===== config.mk =====
export PLATFORM = sky130hd
export DESIGN_NAME = scan_seq_ctrl
export DESIGN_NICKNAME = d
export VERILOG_FILES = /design/src/rtl/scan_seq_pkg.sv /design/src/rtl/scan_tick_cnt.sv /design/src/rtl/scan_seq_ctrl.sv
export SDC_FILE = /design/constraint.sdc
export NUM_CORES = 1
export LEC_CHECK = 0
export ABC_CLOCK_PERIOD_IN_PS = 2890
export CAP_MARGIN = 20
export CORE_MARGIN = 5
export CORE_UTILIZATION = 28
export DETAILED_ROUTE_END_ITERATION = 10
export SKIP_LAST_GASP = 1
export SLEW_MARGIN = 20
export SYNTH_ARGS = -nofsm -noshare
export SYNTH_HDL_FRONTEND = slang
export SYNTH_SLANG_ARGS = --single-unit
export TNS_END_PERCENT = 10

===== constraint.sdc =====
create_clock -name clk -period 2.89 [get_ports clk]
set_clock_uncertainty 0.05 [all_clocks]
set_input_delay 0.289 -clock clk [delete_from_list [all_inputs] [get_ports clk]]
set_output_delay 0.289 -clock clk [all_outputs]
set_load 0.02 [all_outputs]

===== src/rtl/scan_seq_pkg.sv =====
`default_nettype none
// ============================================================================
// Module   : scan_seq_pkg
// Purpose  : Shared types and helpers for the scan sequencer: FSM state
//            encoding, digit count/select width, and the wrapping priority
//            search used to pick the next enabled digit.
// Revision : 1.0 - initial release
// ============================================================================
package scan_seq_pkg;

  localparam int N_DIGITS = 4;
  localparam int SEL_W    = 2;

  typedef enum logic [1:0] {
    ST_IDLE  = 2'd0,
    ST_DWELL = 2'd1,
    ST_BLANK = 2'd2
  } state_t;

  // First set mask bit searching upward from cur+1, wrapping 3->0.
  // Returns cur itself when it is the only enabled digit (or if no bit is
  // set, which callers exclude beforehand).
  function automatic logic [SEL_W-1:0] next_digit(
    input logic [N_DIGITS-1:0] mask,
    input logic [SEL_W-1:0]    cur
  );
    logic [SEL_W-1:0] idx;
    next_digit = cur;
    // Walk from the farthest candidate to the nearest so the nearest wins.
    for (int k = N_DIGITS; k >= 1; k--) begin
      idx = cur + SEL_W'(k);
      if (mask[idx]) next_digit = idx;
    end
  endfunction

endpackage
`default_nettype wire


===== src/rtl/scan_tick_cnt.sv =====
`default_nettype none
// ============================================================================
// Module   : scan_tick_cnt
// Purpose  : Terminal-count tick counter. Counts enabled cycles from 0 up to
//            TERM-1, pulses o_tc combinationally in the last counted cycle and
//            wraps to 0. i_clr has priority and suppresses o_tc.
// Ports    : clk, rst_n (async active-low), i_clr, i_en -> o_tc
// Revision : 1.0 - initial release
// ============================================================================
module scan_tick_cnt #(
  parameter int unsigned TERM = 1
) (
  input  logic clk,
  input  logic rst_n,
  input  logic i_clr,
  input  logic i_en,
  output logic o_tc
);

  localparam int unsigned     CNT_W  = $clog2(TERM + 1);
  localparam logic [CNT_W-1:0] c_LAST = CNT_W'(TERM - 1);

  logic [CNT_W-1:0] r_cnt;

  assign o_tc = i_en && !i_clr && (r_cnt == c_LAST);

  always_ff @(posedge clk or negedge rst_n) begin
    if (!rst_n) begin
      r_cnt <= '0;
    end else if (i_clr) begin
      r_cnt <= '0;
    end else if (i_en) begin
      r_cnt <= o_tc ? '0 : r_cnt + 1'b1;
    end
  end

endmodule
`default_nettype wire


===== src/rtl/scan_seq_ctrl.sv =====
`default_nettype none
// ============================================================================
// Module   : scan_seq_ctrl
// Purpose  : Scan sequencer feeding a 2-to-4 one-hot enable decoder. Dwells
//            PRESCALE clocks on each digit enabled in i_digit_mask, skips
//            masked digits, wraps 3->0 and pulses o_frame_done on each wrap.
// Config   : SCAN_BLANK_EN - when defined, inserts BLANK_CYC en-low clocks
//            between digits (sel held on the old digit during the gap).
// Ports    : clk           system clock
//            rst_n         asynchronous active-low reset
//            i_run         1 = scan, 0 = stop (restart from lowest digit)
//            i_digit_mask  bit i = digit i takes part in the scan
//            o_sel         registered digit index to decoder a[1:0]
//            o_en          registered decoder enable
//            o_frame_done  1-clock pulse coincident with a wrapping sel update
//            o_busy        high whenever the FSM is not idle
// Revision : 1.0 - initial release
// ============================================================================
module scan_seq_ctrl
  import scan_seq_pkg::*;
#(
  parameter int unsigned PRESCALE  = 50000,
  parameter int unsigned BLANK_CYC = 4
) (
  input  logic                clk,
  input  logic                rst_n,
  input  logic                i_run,
  input  logic [N_DIGITS-1:0] i_digit_mask,
  output logic [SEL_W-1:0]    o_sel,
  output logic                o_en,
  output logic                o_frame_done,
  output logic                o_busy
);

  if (PRESCALE < 1 || BLANK_CYC < 1) begin : g_param_chk
    $error("scan_seq_ctrl: PRESCALE and BLANK_CYC must be >= 1");
  end

  state_t           r_state, w_state_nxt;
  logic [SEL_W-1:0] r_sel, w_sel_nxt;
  logic             r_en, w_en_nxt;
  logic             r_fd, w_fd_nxt;
  logic [SEL_W-1:0] w_next, w_first;
  logic             w_dwell_tc;
  logic             w_mask_any;

  assign w_mask_any = |i_digit_mask;
  assign w_next     = next_digit(i_digit_mask, r_sel);
  // Searching upward from the top digit lands on the lowest enabled one.
  assign w_first    = next_digit(i_digit_mask, SEL_W'(N_DIGITS - 1));

  // Clearing on !i_run also masks the terminal count, so stop beats wrap.
  scan_tick_cnt #(.TERM(PRESCALE)) u_dwell_cnt (
    .clk   (clk),
    .rst_n (rst_n),
    .i_clr (!i_run || (r_state != ST_DWELL)),
    .i_en  (r_state == ST_DWELL),
    .o_tc  (w_dwell_tc)
  );

`ifdef SCAN_BLANK_EN
  logic             w_blank_tc;
  logic [SEL_W-1:0] r_pend_sel, w_pend_sel_nxt;
  logic             r_pend_wrap, w_pend_wrap_nxt;

  scan_tick_cnt #(.TERM(BLANK_CYC)) u_blank_cnt (
    .clk   (clk),
    .rst_n (rst_n),
    .i_clr (!i_run || (r_state != ST_BLANK)),
    .i_en  (r_state == ST_BLANK),
    .o_tc  (w_blank_tc)
  );

  // Next digit and wrap flag are captured at dwell end (the only point the
  // mask is sampled) and applied when the blanking gap expires.
  always_ff @(posedge clk or negedge rst_n) begin
    if (!rst_n) begin
      r_pend_sel  <= '0;
      r_pend_wrap <= 1'b0;
    end else begin
      r_pend_sel  <= w_pend_sel_nxt;
      r_pend_wrap <= w_pend_wrap_nxt;
    end
  end
`endif

  always_ff @(posedge clk or negedge rst_n) begin
    if (!rst_n) begin
      r_state <= ST_IDLE;
      r_sel   <= '0;
      r_en    <= 1'b0;
      r_fd    <= 1'b0;
    end else begin
      r_state <= w_state_nxt;
      r_sel   <= w_sel_nxt;
      r_en    <= w_en_nxt;
      r_fd    <= w_fd_nxt;
    end
  end

  always_comb begin
    w_state_nxt = r_state;
    w_sel_nxt   = r_sel;
    w_en_nxt    = r_en;
    w_fd_nxt    = 1'b0;
`ifdef SCAN_BLANK_EN
    w_pend_sel_nxt  = r_pend_sel;
    w_pend_wrap_nxt = r_pend_wrap;
`endif
    case (r_state)
      ST_IDLE: begin
        w_en_nxt = 1'b0;
        if (i_run && w_mask_any) begin
          w_state_nxt = ST_DWELL;
          w_sel_nxt   = w_first;
          w_en_nxt    = 1'b1;
        end
      end
      ST_DWELL: begin
        if (!i_run) begin
          w_state_nxt = ST_IDLE;
          w_en_nxt    = 1'b0;
        end else if (w_dwell_tc) begin
          if (!w_mask_any) begin
            w_state_nxt = ST_IDLE;
            w_en_nxt    = 1'b0;
          end else begin
`ifdef SCAN_BLANK_EN
            w_state_nxt     = ST_BLANK;
            w_en_nxt        = 1'b0;
            w_pend_sel_nxt  = w_next;
            w_pend_wrap_nxt = (w_next <= r_sel);
`else
            w_sel_nxt = w_next;
            w_fd_nxt  = (w_next <= r_sel);
`endif
          end
        end
      end
`ifdef SCAN_BLANK_EN
      ST_BLANK: begin
        if (!i_run) begin
          w_state_nxt = ST_IDLE;
          w_en_nxt    = 1'b0;
        end else if (w_blank_tc) begin
          w_state_nxt = ST_DWELL;
          w_sel_nxt   = r_pend_sel;
          w_en_nxt    = 1'b1;
          w_fd_nxt    = r_pend_wrap;
        end
      end
`endif
      default: begin
        w_state_nxt = ST_IDLE;
        w_en_nxt    = 1'b0;
      end
    endcase
  end

  assign o_sel        = r_sel;
  assign o_en         = r_en;
  assign o_frame_done = r_fd;
  assign o_busy       = (r_state != ST_IDLE);

endmodule
`default_nettype wire


Word-level counts from Yosys, hierarchy flattened:

Index checks and enable logic that the tools add are counted.

* add/subtract/negate cells: 4
* order comparisons: 4
* equal/unequal tests: 9
* reductions and logical operators: 14
* multiplexer cells: 34

Operators with widths (number)
* $mux 16: 3
* $mux 2: 13
* $add 16x1->16 const B: 1
* $eq 16x16->1 const B: 1
* $mux 1: 12
* $lt 2x3->1 const B: 3
* $ne 2x2->1 const B: 4
* $pmux 2 s2: 2
* $bmux 1 s2: 3
* $ne 3x3->1 const B: 2
* $reduce_bool 2->1: 3
* $reduce_and 5->1: 1
* $add 2x2->2 const B: 2
* $reduce_or 4->1: 1
* $logic_and 1x1->1: 3
* $reduce_and 3->1: 1
* $add 2x1->2 const B: 1
* $eq 2x1->1 const B: 1
* $le 2x2->1: 1
* $logic_not 1->1: 2
* $logic_not 2->1: 1
* $ne 2x1->1 const B: 1
* $pmux 1 s2: 1
* $reduce_and 2->1: 1
* $logic_or 1x1->1: 1

* register bits after elaboration: 22
* word-level logic and storage cells: 70

Logic depth before layout (Yosys ltp):

* depth in word-level cells: 11
* gate-level depth with buffers: 8
* mapped depth without buffers: 8

Cells and area by module:

Synthesis repeated with hierarchy kept, for this count alone.

* cells, all modules: 158
* area total of the unflattened synthesis: 1422.6 µm²

Modules (own cells, without submodules)
* scan_tick_cnt: cells an instance 108, instances 1, area each 987.2 µm²
* scan_seq_ctrl: cells an instance 50, instances 1, area each 435.4 µm²

Worst setup path before layout:

Ideal clock, no wire load.

* kind: register to register
* start: register u_dwell_cnt.r_cnt[5]
* end: register r_sel[0] (netlist: o_sel[0])
* path buffers: 0
* data required time: 2.715 ns
* arrival time: 1.987 ns
* stages on the path, launching flop included: 5
* period minus slack after synthesis: 2.162 ns
* path slack: 0.728 ns
* path through: dfrtp_1 > or4b_4 > or4_1 > a21o_1 > mux2_4

* cells in the longest elaborated chain, start to end: 4

RTL lines
* from (decl): line scan_tick_cnt.sv:23 `logic [CNT_W-1:0] r_cnt;`
* from (signal assigned): line scan_tick_cnt.sv:33 `r_cnt <= o_tc ? '0 : r_cnt + 1'b1;`
* $eq 16x16->1: line scan_tick_cnt.sv:25 `assign o_tc = i_en && !i_clr && (r_cnt == c_LAST);`
* $logic_and 1x1->1: line scan_tick_cnt.sv:25
* $ne 2x2->1 (no line)
* $reduce_and 5->1 (no line)
* to (signal assigned): line scan_seq_ctrl.sv:95 `r_sel <= w_sel_nxt;`
* to (decl): line scan_seq_ctrl.sv:40 `logic [SEL_W-1:0] r_sel, w_sel_nxt;`

Every way passes these cells.
A chain may end at the register's enable or synchronous reset.

Final worst setup path:

Ends and elaborated chain as after synthesis.

==> flow_summary.json <==
{
  "grt.total_usage": 0.09604,
  "maxCapViolCount": 0,
  "cp.required_ns": 2.99,
  "instances_no_fill": 186,
  "ys_seq_area_frac": 0.4565,
  "fin_ws_ns": 0.6200,
  "finalNetCount": 147,
  "ys_ff_latch": 21,
  "crit_type": "reg -> reg",
  "gp_congestion": 0.8568,
  "worstPathMaxFanout": 6,
  "netlist.area_leader.share": 0.4565,
  "drtIter0Drc": 24,
  "cts_resized": 0,
  "tns_ns": 0,
  "fmax_ghz": 0.4405,
  "root_buffer": "clkbuf_8",
  "grt_first_pass_wirelength_microns": 4215,
  "ys_async_sr_fraction": 1.000,
  "status": "completed",
  "cts_buffer_depth": 2,
  "min_path_type": "reg -> reg",
  "h-tree-depth": 1,
  "slew_violations": 0,
  "ys_top_cells_by_area": "dfrtp_1 46%, a21oi_1 3.9%, nor2_1 3.9%",
  "avgRoutedWirePerCell_microns": 12.52,
  "syn_nets": 129,
  "hold_viol": 0,
  "fp.dieH_microns": 74.12,
  "avgSynthCellArea_sq_um": 9.673,
  "hold_buffers": 0,
  "firstDrtPassIters": 4,
  "syn_to_final_growth_pct": 20.33,
  "clkLatencyLatePin_ns": 0.26,
  "port_buffers": 11,
  "cts.sinks": 21,
  "worstPathArrival_ns": 2.37,
  "num_rows": 23,
  "postLayoutCoreUtil": 0.3463,
  "start_util": 0.2878,
  "synth_common_cells": "21 x dfrtp_1, 12 x nor2_1, 9 x a21oi_1",
  "p_total_w": 0.0007438,
  "yosysMostFrequentCell": "dfrtp_1",
  "grt_pass1_vias": 987,
  "drc": 0,
  "grt_max_degree": 22,
  "ys_dominant_reg_cell": "dfrtp_1",
  "wirelength_microns": 2329,
  "antenna_found_initial": 0,
  "ys_warn_count": 0,
  "die_area_sq_um": 5493,
  "synthCells": 119,
  "avgViaCountPerCell": 4.978,
  "layout-drive-gt1-share": 0.08824,
  "crit_path_end_kind": "flop",
  "dpl_worst_slack_ns": 0.5802,
  "io_pins": 12,
  "synthDistinctLibCells": 36,
  "vias": 926,
  "cts_tree": "built",
  "vdd_drop_max_mv": 0.3632,
  "setup_viol": 0,
  "cts_made_buffers": 3,
  "yosysTopAreaCell": "dfrtp_1",
  "leakagePower_nw": 0.5540,
  "dp_hpwl_microns": 1689,
  "power.density_nw_per_um2": 537.0,
  "finalCriticalPeriod_ns": 2.270,
  "clkTransAtPathRegs_ns": 0.07,
  "fin_crit_sh": 0.7855,
  "dp_cells": 181,
  "die_x_microns": 74.12,
  "critPathLaunchType": "flop",
  "rsz0062_at_grt": "no",
  "postRouteAntennaNets": 0,
  "tightest_slew_ns": 0.4683,
  "synthesis.area_sq_um": 1151,
  "grt.overflow.total": 0,
  "n_antenna_cell": 0,
  "cts_setup_buffers": 0,
  "synth_edf_count": 0,
  "coreArea_sq_um": 4000,
  "slew_headroom": 0.6878
}
-- final timing paths --
check / startpoint / to / slack [ns] / cells after the start
worst min-delay path: u_dwell_cnt.r_cnt[0] / u_dwell_cnt.r_cnt[0] / 0.43 / 1
worst max-delay path: u_dwell_cnt.r_cnt[5] / o_sel[0] / 0.62 / 4
worst max register to register: u_dwell_cnt.r_cnt[5] / o_sel[0] / 0.62 / 4
worst min register to register: u_dwell_cnt.r_cnt[0] / u_dwell_cnt.r_cnt[0] / 0.43 / 1
min in group asynchronous: rst_n / u_dwell_cnt.r_cnt[2] / 0.46 / 2
max in group asynchronous: rst_n / r_state[0] / 2.01 / 2
-- cells in the final DEF (no fill, tap or decap), drive strengths merged, types with 2 or more instances in the layout --
master          n
a21o            3
xor2            4
inv             5
or4             3
and3            3
nand3           5
o41ai           2
a21oi           9
nor2b           2
nor3            2
and2            3
ha              3
nand2           8
or4b            3
clkdlybuf4s50  10
buf             3
dfrtp          21
xnor2           4
nand2b          3
nor2           12
nand4           2
o31ai           2
or3             4
clkbuf          3
o21ai           5
-- cell families (layout without fill, tap and decap cells) --
logic type                 count (synthesis)  after routing  synth area share
AOI/OAI and AO/OA                         24             24            0.1359
xor gates and xnor gates                   8              8           0.06086
adders and majority gates                  3              3           0.03261
buffers and inverters                      6             23           0.02065
DFF                                       21             21            0.4565
muxes                                      2              2           0.02174
and+or+nand+nor                           55             55            0.2717
-- per-stage QoR --
step / hold slack (ns) / cell area [sq um]
final: 0.4298 / 1385
after global routing: 0.4551 / 1385
after CTS: 0.4356 / 1380
after detailed placement: 0.4231 / 1334
after global placement: 0.4242 / 1334
after floorplan: -0.05659 / 1151
-- registers in the layout (all words and copies together) (netlist names) --
signal	count
o_en	1
o_frame_done	1
o_sel	2
r_state	1
u_dwell_cnt.r_cnt	16
-- critical path: stages, from the launching register on --
cell     delay (ns)
dfrtp_1        0.45
or4b_4         0.57
or4_1          0.55
a21o_1         0.24
mux2_4         0.30
-- metal layers --
layer  vias to the layer above  track usage  part of all wire
met5                         -            0                 0
met4                         0      0.03018            0.0052
met3                         2      0.02703             0.055
met2                        18       0.1624              0.47
met1                       445       0.1183              0.47
li1                        461            -                 -
-- layout make-up --
type,instances,area (sq um)
Fill cell,406,2615
Multi-Input combinational cell,92,601.8
Sequential cell,21,525.5
Timing Repair Buffer,14,130.1
Tap cell,50,62.56
Clock buffer,3,41.29
Inverter,5,18.77
Clock inverter,1,5.005
-- power by group --
part / switching, W / total (W) / internal (W)
registers: 0.0000267 / 0.000340 / 0.000313
logic: 0.000104 / 0.000213 / 0.000110
clock network: 0.0000947 / 0.000191 / 0.0000961
total: 0.000225 / 0.000744 / 0.000519
Power figures use the tool's default switching activity.
